## src/rtl/vr_change_send_ctrl.sv

```systemverilog
// Replica change-send controller: picks live destinations (unicast or broadcast),
// fetches the log length, emits UDP metadata and forwards the log data stream.
module vr_change_send_ctrl #(
  parameter int unsigned NUM_REPLICAS = 3,
  parameter int unsigned REPLICA_W    = $clog2(NUM_REPLICAS),
  parameter int unsigned LEN_W        = 16
) (
  input  logic                    clk,
  input  logic                    rst,
  input  logic                    send_req,
  input  logic                    send_mode,
  input  logic [REPLICA_W-1:0]    self_idx,
  input  logic [REPLICA_W-1:0]    start_idx,
  input  logic [NUM_REPLICAS-1:0] replica_alive,
  output logic                    send_rdy,
  output logic                    init_state,
  output logic                    log_req_val,
  input  logic                    log_req_rdy,
  input  logic                    log_len_val,
  input  logic [LEN_W-1:0]        log_len,
  output logic                    meta_val,
  input  logic                    meta_rdy,
  output logic [REPLICA_W-1:0]    meta_dst,
  output logic [LEN_W-1:0]        meta_len,
  input  logic                    src_data_val,
  input  logic                    src_data_last,
  output logic                    src_data_rdy,
  output logic                    udp_data_val,
  output logic                    udp_data_last,
  input  logic                    udp_data_rdy,
  output logic                    send_done,
  output logic                    send_fail,
  output logic [REPLICA_W:0]      sent_cnt
);

  typedef enum logic [2:0] {
    StReady   = 3'd0,
    StScan    = 3'd1,
    StReqLog  = 3'd2,
    StWaitLog = 3'd3,
    StMetaOut = 3'd4,
    StDataOut = 3'd5,
    StNext    = 3'd6,
    StFinish  = 3'd7
  } state_e;

  localparam logic [REPLICA_W-1:0] LastIdx = REPLICA_W'(NUM_REPLICAS - 1);
  localparam logic [REPLICA_W:0]   NumCnt  = (REPLICA_W + 1)'(NUM_REPLICAS);

  state_e               state_q, state_d;
  logic                 mode_q, mode_d;
  logic [REPLICA_W-1:0] self_q, self_d;
  logic [REPLICA_W-1:0] cand_q, cand_d;
  logic [REPLICA_W-1:0] dst_q, dst_d;
  logic [REPLICA_W:0]   scan_cnt_q, scan_cnt_d;
  logic [REPLICA_W:0]   sent_cnt_q, sent_cnt_d;
  logic [LEN_W-1:0]     meta_len_q, meta_len_d;

  // Out-of-range candidates shift the one-hot to zero and read as dead.
  logic [NUM_REPLICAS-1:0] cand_onehot;
  logic                    cand_alive;
  logic                    eligible;
  logic [REPLICA_W:0]      scan_cnt_inc;

  assign cand_onehot  = NUM_REPLICAS'(1) << cand_q;
  assign cand_alive   = |(replica_alive & cand_onehot);
  assign eligible     = cand_alive && (!mode_q || (cand_q != self_q));
  assign scan_cnt_inc = scan_cnt_q + 1'b1;

  always_ff @(posedge clk or posedge rst) begin
    if (rst) begin
      state_q    <= StReady;
      mode_q     <= 1'b0;
      self_q     <= '0;
      cand_q     <= '0;
      dst_q      <= '0;
      scan_cnt_q <= '0;
      sent_cnt_q <= '0;
      meta_len_q <= '0;
    end else begin
      state_q    <= state_d;
      mode_q     <= mode_d;
      self_q     <= self_d;
      cand_q     <= cand_d;
      dst_q      <= dst_d;
      scan_cnt_q <= scan_cnt_d;
      sent_cnt_q <= sent_cnt_d;
      meta_len_q <= meta_len_d;
    end
  end

  always_comb begin
    state_d       = state_q;
    mode_d        = mode_q;
    self_d        = self_q;
    cand_d        = cand_q;
    dst_d         = dst_q;
    scan_cnt_d    = scan_cnt_q;
    sent_cnt_d    = sent_cnt_q;
    meta_len_d    = meta_len_q;
    send_rdy      = 1'b0;
    init_state    = 1'b0;
    log_req_val   = 1'b0;
    meta_val      = 1'b0;
    src_data_rdy  = 1'b0;
    udp_data_val  = 1'b0;
    udp_data_last = 1'b0;
    send_done     = 1'b0;
    send_fail     = 1'b0;

    unique case (state_q)
      StReady: begin
        send_rdy   = 1'b1;
        init_state = 1'b1;
        if (send_req) begin
          mode_d     = send_mode;
          self_d     = self_idx;
          cand_d     = send_mode ? '0 : start_idx;
          scan_cnt_d = '0;
          sent_cnt_d = '0;
          state_d    = StScan;
        end
      end
      StScan: begin
        if (eligible) begin
          dst_d   = cand_q;
          state_d = StReqLog;
        end else begin
          scan_cnt_d = scan_cnt_inc;
          if (mode_q) begin
            // Broadcast walks upward and stops after the last index.
            if (cand_q >= LastIdx) state_d = StFinish;
            else                   cand_d  = cand_q + 1'b1;
          end else begin
            cand_d = (cand_q == '0) ? LastIdx : cand_q - 1'b1;
            if (scan_cnt_inc >= NumCnt) state_d = StFinish;
          end
        end
      end
      StReqLog: begin
        log_req_val = 1'b1;
        if (log_req_rdy) state_d = StWaitLog;
      end
      StWaitLog: begin
        if (log_len_val) begin
          meta_len_d = log_len;
          state_d    = StMetaOut;
        end
      end
      StMetaOut: begin
        meta_val = 1'b1;
        if (meta_rdy) state_d = StDataOut;
      end
      StDataOut: begin
        udp_data_val  = src_data_val;
        udp_data_last = src_data_last;
        src_data_rdy  = udp_data_rdy;
        if (src_data_val && udp_data_rdy && src_data_last) begin
          sent_cnt_d = sent_cnt_q + 1'b1;
          state_d    = StNext;
        end
      end
      StNext: begin
        if (!mode_q || (dst_q == LastIdx)) begin
          state_d = StFinish;
        end else begin
          cand_d  = dst_q + 1'b1;
          state_d = StScan;
        end
      end
      StFinish: begin
        send_done = (sent_cnt_q != '0);
        send_fail = (sent_cnt_q == '0);
        state_d   = StReady;
      end
      default: begin
`ifndef SYNTHESIS
        send_rdy      = 1'bx;
        init_state    = 1'bx;
        log_req_val   = 1'bx;
        meta_val      = 1'bx;
        src_data_rdy  = 1'bx;
        udp_data_val  = 1'bx;
        udp_data_last = 1'bx;
        send_done     = 1'bx;
        send_fail     = 1'bx;
`endif
        state_d = StReady;
      end
    endcase
  end

  assign meta_dst = dst_q;
  assign meta_len = meta_len_q;
  assign sent_cnt = sent_cnt_q;

endmodule

```

## config.mk

```make
export PLATFORM = sky130hd
export DESIGN_NAME = vr_change_send_ctrl
export DESIGN_NICKNAME = d
export VERILOG_FILES = /design/src/rtl/vr_change_send_ctrl.sv
export SDC_FILE = /design/constraint.sdc
export NUM_CORES = 1
export LEC_CHECK = 0
export CORE_MARGIN = 2
export CORE_UTILIZATION = 45
export CTS_CLUSTER_SIZE = 20
export DETAILED_ROUTE_END_ITERATION = 6
export HOLD_SLACK_MARGIN = 0.12
export PLACE_DENSITY = 0.88
export SYNTH_ARGS = -nofsm -noshare
export SYNTH_HDL_FRONTEND = slang
export SYNTH_SLANG_ARGS = --single-unit
```

## constraint.sdc

```tcl
create_clock -name clk -period 3.86 [get_ports clk]
set_input_delay 0.386 -clock clk [delete_from_list [all_inputs] [get_ports clk]]
set_output_delay 0.386 -clock clk [all_outputs]
set_load 0.03 [all_outputs]
```

==> reports/metrics.yaml <==
antenna_cells: 0
htree_levels: 2
syn_area_um2: 1820
worstSetupEndpointType: "primary output"
worstPathCellList: "nor2b_1 -> and3_1 -> clkdlybuf4s50_1"
clock_latency_ps: 280
drive_gt1_frac: 0.127
seq_area_frac_synth: 0.440
required_ps: 3470
synth.ff_latch_count: 32
p_switching_uw: 959
grt_antenna_before_repair: 0
hold_viol_final: 0
critPathMaxFanout: 17
cp.depth: 3
postSynthAreaPerCell_um2: 11.4
slew_viol_final: 0
fin_crit_sh: 0.686
post_drt_via_cell_ratio: 5.26
grt.total_usage: 0.172
cts_resized: 0
die_y_um: 67.6
status: "completed"
instances_no_fill: 271
synthCells: 159
switching_share: 0.440
peakVddDrop_uv: 471
critPathMaxStageDelay_ps: 710
syn2layout_area_growth_pct: 39.4
grt_pass1_wl_um: 5870
power_frac_comb: 0.564
cts_buffers: 5
regToRegSetupSlack_ps: 1930
ctsHoldBuffers: 0
cp_num_buf_inv: 1
dp_hpwl_um: 2800
cp_top_family: "flip-flops"
p_clk_frac: 0.122
cts_tree: "yes"
yosysTopAreaCell: "dfrtp_1"
max_slew.worst_pin.slew_ps: 587
setup_tns_ps: 0
yosysUniqueCellTypes: 47
core-area_um2: 3940
drc_errors: 0
cts-root-buf: "clkbuf_8"
worst_slew_margin_rel: 0.609
dr.first_iter.drc_count: 80
synthTopCellsByArea: "dfrtp_1 (44%), mux2_2 (8.1%), ha_1 (6.2%), mux2_1 (4.3%), mux2i_1 (3.3%)"
p_int_uw: 1220
grt_max_degree: 33
io_buffers: 62
synth-main-ff-cell: "dfrtp_1"
cts_buffer_depth: 2
num-fill-cells: 317
vias: 1426
crit_slowest_cell: "dfrtp_1"
dp_slack_ps: 1540
timing.rr.start: "cand_q[1]$_DFFE_PP0P_"
ys_warn_count: 0
fin_nets: 262
initial_core_util: 0.461
async_flop_share: 1.00
die_w_um: 67.6
clk_pin_slew_ps: 70
finClkSkew_ps: 3.84
p_seq_frac: 0.314
hold_class: "in -> async"
crit_path_start: "state_q[0]$_DFFE_PP0P_"
routed_wl_um: 3830
pin_count: 63
dp_cells: 263
period_needed_ps: 2650
crit_arrival_ps: 2260
grt_setup_unrepaired: "false"
grt_pass1_vias: 1253
maxCapViolCount: 0
ant_nets: 0
overflow: 0
syn_nets: 201
num_rows: 23
max_freq_ghz: 0.378
setup_ws_ps: 1210
firstDrtPassIters: 4
cts.sink_count: 32
synth_top_area_share: 0.440
place_congestion: 0.845
postCtsSetupBuffers: 0
setup_viol: 0
synth_edf_count: 0
r2r_cells: 6
p_leak_uw: 0.00108
post_drt_wl_per_cell_um: 14.1
p_per_area_nw_per_um2: 861
endpoint: "udp_data_val"
critPathLaunchType: "register"
worstReg2RegEnd: "scan_cnt_q[1]$_DFFE_PP0P_"
path_class: "reg -> out"
die_area_um2: 4560
## through the flow
| step | power, µW | hold slack (ps) | area [µm²] | util |
|---|---|---|---|---|
| 2_1_floorplan | 1540 | 502 | 1820 | - |
| 3_3_place_gp | 1890 | 473 | 2440 | 0.619 |
| 3_5_place_dp | 1920 | 481 | 2440 | 0.619 |
| 4_1_cts | 2190 | 496 | 2530 | 0.643 |
| 5_1_grt | 2310 | 506 | 2530 | 0.643 |
| 6_report | 2180 | 492 | 2530 | 0.643 |
## state kept, by name, summed over array words and instances, names as in the netlist
name / count
mode_q: 1
scan_cnt_q: 3
sent_cnt: 3
self_q: 2
meta_len: 16
meta_dst: 2
state_q: 3
cand_q: 2
## power by group through the flow
stage               registers, µW  logic (µW)  clock network, µW
floorplan                     809         729                  0
global placement              680        1210                  0
detailed placement            693        1220                  0
CTS                           686        1230                273
global route                  716        1310                287
finish                        685        1230                266
## cells in the mapped netlist, types with 2 or more instances
master	number
and3_1	4
dfrtp_1	32
a31o_1	2
inv_1	11
buf_4	2
nor2b_1	2
mux2_2	13
xnor2_1	4
a21oi_1	4
nand3_1	5
nor3b_1	3
buf_2	3
nor2_1	9
and2_1	2
or3b_1	2
o21ai_0	3
ha_1	9
mux2i_1	6
nor3_1	3
nand2_1	4
mux2_1	7
buf_6	3
a221oi_1	2
## placed cells by master, fill, tap and decap left out, drive strengths merged, types with 2 or more instances in the layout
cell / count
a21oi: 4
a221oi: 2
a31o: 3
and2: 2
and3: 4
clkbuf: 7
clkdlybuf4s50: 62
dfrtp: 32
ha: 9
inv: 12
mux2: 20
mux2i: 6
nand2: 4
nand3: 5
nand4: 2
nor2: 9
nor2b: 2
nor3: 3
nor3b: 4
o21ai: 4
o221ai: 2
or3b: 2
xnor2: 4
## cell families (layout without fill, tap and decap cells)
kind of cell	after synthesis	after routing	synth area share
adder cells (fa/ha/maj)	9	9	0.0619
flip-flops	32	32	0.440
AND/OR/NAND/NOR	40	40	0.135
buffers and inverters	21	83	0.0619
XOR/XNOR	5	5	0.0241
multiplexers	26	26	0.157
AO/OA/AOI/OAI	26	26	0.120
## layer usage
layer,part of all wire,up-vias,GRT usage
met2,0.48,41,0.267
met4,0.012,0,0.0612
met3,0.050,4,0.0383
met1,0.46,688,0.235
li1,-,693,-
met5,0,-,0
## final cells by class
cell class	count	area, µm²	area share
Clock buffer	7	86.3	0.0341
Sequential cell	32	801	0.316
Tap cell	50	62.6	0.0247
Inverter	12	45.0	0.0178
Clock inverter	1	7.51	0.00296
Multi-Input combinational cell	106	905	0.357
Timing Repair Buffer	63	628	0.248
## how the worst min path moves through the flow
stage,from,endpoint,cells past startpoint
2_1_floorplan,rst,cand_q[0]$_DFFE_PP0P_,1
3_3_place_gp,meta_len[3]$_DFFE_PP0P_,meta_len[3]$_DFFE_PP0P_,1
3_5_place_dp,meta_len[6]$_DFFE_PP0P_,meta_len[6]$_DFFE_PP0P_,1
4_1_cts,meta_len[6]$_DFFE_PP0P_,meta_len[6]$_DFFE_PP0P_,1
5_1_grt,meta_len[6]$_DFFE_PP0P_,meta_len[6]$_DFFE_PP0P_,1
6_report,rst,meta_len[6]$_DFFE_PP0P_,3
## worst register-to-register path, cell delays in order (launching register included)
cell and delay [ps]:
dfrtp_1 480, inv_1 120, ha_1 200, a222oi_1 330
a31o_2 280, and2_1 230, mux2i_1 210
Note: power is estimated with default switching activity, not from simulation.
